## config.mk

```make
export PLATFORM = sky130hd
export DESIGN_NAME = ysyx_25060173_alu_arb
export DESIGN_NICKNAME = d
export VERILOG_FILES = /design/src/rtl/ysyx_25060173_alu_arb.sv
export SDC_FILE = /design/constraint.sdc
export NUM_CORES = 1
export LEC_CHECK = 0
export ABC_CLOCK_PERIOD_IN_PS = 1900
export BUFFER_PORTS_ARGS = -buffer_cell sky130_fd_sc_hd__buf_2
export CORE_AREA = 2 2 132 134
export CTS_BUF_LIST = sky130_fd_sc_hd__clkbuf_8
export CTS_CLUSTER_SIZE = 25
export DETAILED_ROUTE_END_ITERATION = 8
export DIE_AREA = 0 0 134 136
export PLACE_DENSITY = 0.51
export SYNTH_ARGS = -nofsm -noshare
export SYNTH_HDL_FRONTEND = slang
export SYNTH_SLANG_ARGS = --single-unit
```

## constraint.sdc

```tcl
create_clock -name clk -period 1.9 [get_ports clk]
set_input_delay 0.095 -clock clk [delete_from_list [all_inputs] [get_ports clk]]
set_output_delay 0.095 -clock clk [all_outputs]
set_load 0.1 [all_outputs]
```

## src/rtl/ysyx_25060173_alu_arb.sv

```systemverilog
// Two-requester arbiter in front of a shared combinational ALU.
// Grants one operation per cycle and holds each requester's result until it is consumed.
module ysyx_25060173_alu_arb #(
  parameter int unsigned FIXED_PRIO = 0
) (
  input  logic        clk,
  input  logic        rst,
  input  logic        req0_valid,
  output logic        req0_ready,
  input  logic [31:0] req0_src1,
  input  logic [31:0] req0_src2,
  input  logic [12:0] req0_op,
  output logic        rsp0_valid,
  input  logic        rsp0_ready,
  output logic [31:0] rsp0_result,
  input  logic        req1_valid,
  output logic        req1_ready,
  input  logic [31:0] req1_src1,
  input  logic [31:0] req1_src2,
  input  logic [12:0] req1_op,
  output logic        rsp1_valid,
  input  logic        rsp1_ready,
  output logic [31:0] rsp1_result,
  output logic [31:0] alu_src1,
  output logic [31:0] alu_src2,
  output logic [12:0] alu_op,
  input  logic [31:0] alu_result
);

  localparam int unsigned XLEN = 32;
  localparam int unsigned OPW  = 13;

  logic elig0;
  logic elig1;
  logic grant0;
  logic grant1;
  logic ptr;
  logic ptr_nxt;

  // A requester may issue only if its response slot is free or draining this cycle.
  always_comb begin
    elig0  = req0_valid & (~rsp0_valid | rsp0_ready) & ~rst;
    elig1  = req1_valid & (~rsp1_valid | rsp1_ready) & ~rst;
    grant0 = 1'b0;
    grant1 = 1'b0;
    if (FIXED_PRIO != 0) begin
      grant0 = elig0;
      grant1 = elig1 & ~elig0;
    end else if (elig0 && elig1) begin
      grant0 = ~ptr;
      grant1 = ptr;
    end else begin
      grant0 = elig0;
      grant1 = elig1;
    end
  end

  assign req0_ready = grant0;
  assign req1_ready = grant1;

  // Pointer moves to the requester that just lost the turn.
  always_comb begin
    ptr_nxt = ptr;
    if (grant0) begin
      ptr_nxt = 1'b1;
    end else if (grant1) begin
      ptr_nxt = 1'b0;
    end
  end

  // Shared ALU operand mux; idle cycles present zeros.
  always_comb begin
    alu_src1 = XLEN'(0);
    alu_src2 = XLEN'(0);
    alu_op   = OPW'(0);
    if (grant0) begin
      alu_src1 = req0_src1;
      alu_src2 = req0_src2;
      alu_op   = req0_op;
    end else if (grant1) begin
      alu_src1 = req1_src1;
      alu_src2 = req1_src2;
      alu_op   = req1_op;
    end
  end

  always_ff @(posedge clk) begin
    if (rst) begin
      ptr         <= 1'b0;
      rsp0_valid  <= 1'b0;
      rsp1_valid  <= 1'b0;
      rsp0_result <= XLEN'(0);
      rsp1_result <= XLEN'(0);
    end else begin
      ptr <= ptr_nxt;
      if (grant0) begin
        rsp0_valid  <= 1'b1;
        rsp0_result <= alu_result;
      end else if (rsp0_ready) begin
        rsp0_valid  <= 1'b0;
      end
      if (grant1) begin
        rsp1_valid  <= 1'b1;
        rsp1_result <= alu_result;
      end else if (rsp1_ready) begin
        rsp1_valid  <= 1'b0;
      end
    end
  end

endmodule

```

# After elaboration in Yosys (flattened, before gate mapping)

Cells that the tools add are included.

Register bits after elaboration: 67
Output and inout bits: 145

Muxes and demuxes: 14
Bitwise operators: 10
Reductions and logical operators: 4

Operator list:

| kind               | count |
|---|---|
| 2-to-1 mux 32 bit  | 4 |
| 2-to-1 mux 13 bit  | 2 |
| 2-to-1 mux 1 bit   | 8 |
| nonzero test 2 bit | 3 |
| AND 1 bit          | 4 |
| NOT 1 bit          | 4 |
| OR 1 bit           | 2 |
| logical AND 1 bit  | 1 |

# Logic depth before layout (Yosys ltp)

Depth in word-level cells: 8
Mapped depth: 7

# Least setup slack after synthesis

No wires, ideal clock.

Kind: register to output
From: reg rsp0_valid
To: out alu_op[10]
Data arrival time: 3.166 ns
Data required time: 1.805 ns
Slack: -1.361 ns
Stages on the path, launching flop included: 7
Path buffers: 2
Path through: dfxtp_1 > nor2b_2 > o211a_1 > buf_2 > buf_2 > a22oi_1 > nor2_1

Cells in the longest elaborated chain, start to end: 8
Elaborated cells between the ends (all ways): 9
Classes of those cells: mux (4); bitwise (4); reduce/logical (1)

RTL lines:

| what                       | line | text |
|---|---|---|
| from (decl)                | 13   | `output logic rsp0_valid,` |
| from (signal assigned)     | 90   | `rsp0_valid <= 1'b0;` |
| from (signal assigned)     | 97   | `rsp0_valid <= 1'b1;` |
| from (signal assigned)     | 100  | `rsp0_valid <= 1'b0;` |
| NOT 1 bit (*)              | 42   | `elig0 = req0_valid & (~rsp0_valid \| rsp0_ready) & ~rst;` |
| OR 1 bit (*)               | 42   |  |
| AND 1 bit (*) (2 in a row) | 42   |  |
| logical AND 1 bit          | 49   | `end else if (elig0 && elig1) begin` |
| 2-to-1 mux 1 bit           | 49   |  |
| 2-to-1 mux 13 bit          | 80   | `end else if (grant1) begin` |
| 2-to-1 mux 13 bit (*)      | 76   | `if (grant0) begin` |
| to (decl)                  | 26   | `output logic [12:0] alu_op,` |

Every way passes the cells marked *; elsewhere a longest branch is shown, timed or not.

# Worst setup path after layout

From: reg rsp0_valid
To: out alu_op[5]

The elaborated chain is that of the path after synthesis.

==> key figures <==
Run status
  – Status: finished with violations
  – Failing checks: negative setup slack

CTS
  – CTS tree: yes
  – Clock Path Buffers: 2
  – Num CTS Buffers: 9
  – Htree depth: 3
  – Later-pin clock latency in the skew report: 0.36 ns
  – Sink Count: 67
  – Root buf cell: clkbuf_8
  – Clock-pin slew on the worst setup and hold paths: 0.08 ns

Finish
  – Share of layout cells above drive strength 1: 65.4%
  – Layout Cells excl Fill: 1087
  – FILL cells: 1520
  – NumNets Final: 1048
  – Area grow syn2layout: 148%

Min path
  – Worst hold stages: 3
  – Hold WC Path Type: primary input to register
  – Hold Crit Endpoint: rsp1_result[19]
  – Hold_sp: alu_result[19]

Placed design
  – HPWL Detailed: 13900 µm
  – GPL Wtd Cong: 0.825
  – IO Port Bufs: 336
  – Placed cell count: 1017
  – Setup WS pre-CTS: 0.0987 ns

Power and ir drop
  – Tot Pwr: 6.49 mW
  – Flop pwr share: 23.4%
  – Comb pwr share: 53.3%
  – Sw Ratio: 45.0%
  – Internal Power: 3.57 mW
  – Worst ir drop on vdd: 0.721 mV
  – Lkg Pwr: 3.54 nW
  – Clock power frac: 23.2%
  – Net switching power: 2.92 mW
  – PwrDens: 755 nW/µm²

Routing
  – DR vias: 5111
  – Met3 Wirelength: 1530 µm
  – Avg WL per Cell: 17.9 µm
  – Drt total wl: 19500 µm
  – Top Layer Used: met4
  – Residual DRC count: 0
  – Metal2 WL: 10200 µm
  – Initial DRC Count: 192
  – Post-route ant nets: 0
  – Pre-antenna DRT Iters: 5
  – M1 WL: 7360 µm
  – Via/cell ratio: 4.70

STA
  – Max Slew Vio Count: 0
  – Tmin final: 2.08 ns
  – Post-route setup slack: -0.184 ns
  – Setup violations, final: 77
  – RSZ-0062 raised after global routing: yes
  – Clock Skew: 0.0176 ns
  – Fin Hold WS: 0.0179 ns
  – Crit share post-route: 110%
  – Hold Vio Cnt, Final: 0
  – Fmax: 480 MHz
  – Post-Route Setup TNS: -7.74 ns
  – Max_slew headroom: 56.3%
  – Slew @ Worst Pin: 0.656 ns

Synth
  – Area contributors post-synth: dfxtp_1 (39%), a22oi_1 (17%), a21oi_1 (9.4%)
  – Synth area leader: dfxtp_1
  – Simple-Gate Fraction of Synth Area: 21.5%
  – Synth Area in Compound Gates: 32.4%
  – Post-synthesis register bit count: 67
  – Post-synthesis cell area: 3470 µm²
  – Top FF cell, synth: dfxtp_1
  – Largest family of logic cells by synthesized area: compound AO/OA/AOI/OAI gates
  – Synthesized net count: 674
  – Synth Area in Adders: 0%
  – Yosys warnings: 0
  – Post-synth EDFFs: 0
  – Async set-reset flop share out of synthesis: 0%
  – Top-count cell post-synth: nor2_1
  – Synthesized instance count: 482
  – Netlist cell types: 21
  – Mean post-synth cell area: 7.19 µm²
  – Sequential fraction of the synthesis area: 38.7%
  – Mux share of post-synthesis cell area: 0%
  – Area share of the largest cell type after synthesis: 38.7%
  – Synth cell count leaders: nor2_1 (82), a22oi_1 (77), dfxtp_1 (67)
  – Synth Area in XOR/XNOR: 0%

Critical path
  – Flop-to-flop setup slack: 0.07 ns
  – Setup CP Type: register to output pin
  – Reg2reg end: rsp0_result[7]
  – Crit Path Max Fanout: 7
  – Startpoint types: register
  – Crit path capture type: output pin
  – Critical path arrival: 1.99 ns
  – Critical path required time: 1.80 ns
  – Worst reg2reg path depth: 7
  – Crit Reg-Reg Startpoint: rsp1_valid

Global route
  – GRT Overall Usage: 20.0%
  – GRT overflow: 0
  – Initial antenna violation count: 1
  – First-pass GRT wire length: 28200 µm
  – Vias in the first global route: 4900
  – Largest net degree at the start of global routing: 92

Die
  – Die H: 136 µm
  – Die area: 18200 µm²
  – # rows: 48
  – Top-Level Pins: 337
  – Die Span X: 134 µm
  – Starting Density: 20.5%
  – Core Area: 16900 µm²

Run
  – Max-cap violation count: 0
==> registers in the layout (all words and copies together), names as in the netlist <==
signal and cells:
rsp1_valid 1, rsp0_valid 1, rsp0_result 32, rsp1_result 32, ptr 1
==> placed cells by master (no fill, tap or decap), drive strengths merged, types with 3 or more instances in the layout <==
| cell | count |
|---|---|
| nand2b | 3 |
| dfxtp | 67 |
| clkbuf | 14 |
| nand3 | 32 |
| buf | 376 |
| a22oi | 77 |
| nor2 | 82 |
| a21oi | 65 |
| nand2 | 65 |
| o21ai | 32 |
| bufinv | 3 |
| dlygate4sd3 | 33 |
==> how the worst max path moves through the flow <==
| stage | endpoint | start | cells after the start |
|---|---|---|---|
| global placement | alu_op[5] | ptr | 6 |
| floorplan | alu_src1[12] | rsp1_valid | 6 |
| finish | alu_op[5] | rsp0_valid | 7 |
| global route | alu_op[5] | rsp0_valid | 7 |
| detailed placement | alu_op[5] | ptr | 6 |
| CTS | alu_src1[30] | rsp0_valid | 7 |
==> stage by stage <==
step	instance area [µm²]	util, %
after floorplan	4230	-
after global placement	7370	43.7
after detailed placement	7370	43.7
after CTS	8380	49.6
after global routing	8590	50.9
final	8590	50.9
==> metal layers <==
layer,global-route usage [%],vias up
li1,-,2469
met1,23.1,2380
met2,35.5,231
met3,6.00,31
met4,6.15,0
met5,0,-
==> cells by family after synthesis <==
family	count (synthesis)
simple gates	183
compound gates	180
buf+inv	52
flops	67
==> worst max-delay path, cell delays in order (launching register included) <==
cell and delay [ns]:
dfxtp_4 0.35, nor2b_4 0.14, o211a_4 0.29, buf_12 0.16, buf_12 0.14, a22oi_2 0.28, nor2_4 0.06, buf_12 0.19
==> repair_timing <==
action / CTS / global route
setup buffers: 10 / 6
hold buffers: 33 / 0
endpoints found under the setup margin: 77 / 79
endpoints found under the hold margin: 62 / 0
pin swaps: 9 / 26
cloned: 4 / 3
resized for setup: 59 / 29
==> area by class of cell <==
| class | instances | area [µm²] | share of cell area, % |
|---|---|---|---|
| timing repair buffer | 412 | 3780 | 43.9 |
| tap | 225 | 282 | 3.28 |
| inverter | 1 | 3.75 | 0.0437 |
| clock buffer | 11 | 151 | 1.76 |
| clock inverter | 5 | 101 | 1.18 |
| sequential | 67 | 1350 | 15.7 |
| multi-input combinational | 365 | 2930 | 34.1 |
| antenna | 1 | 2.50 | 0.0291 |
==> power by group through the flow <==
| stage | sequential (mW) | combinational (mW) | clock [mW] |
|---|---|---|---|
| after global placement | 1.55 | 3.16 | 0 |
| after CTS | 1.52 | 3.39 | 1.53 |
| after global routing | 1.53 | 3.59 | 1.60 |
| final | 1.52 | 3.46 | 1.51 |
| after detailed placement | 1.55 | 3.16 | 0 |
| after floorplan | 2.12 | 1.59 | 0 |
(Power assumes the default switching activity.)
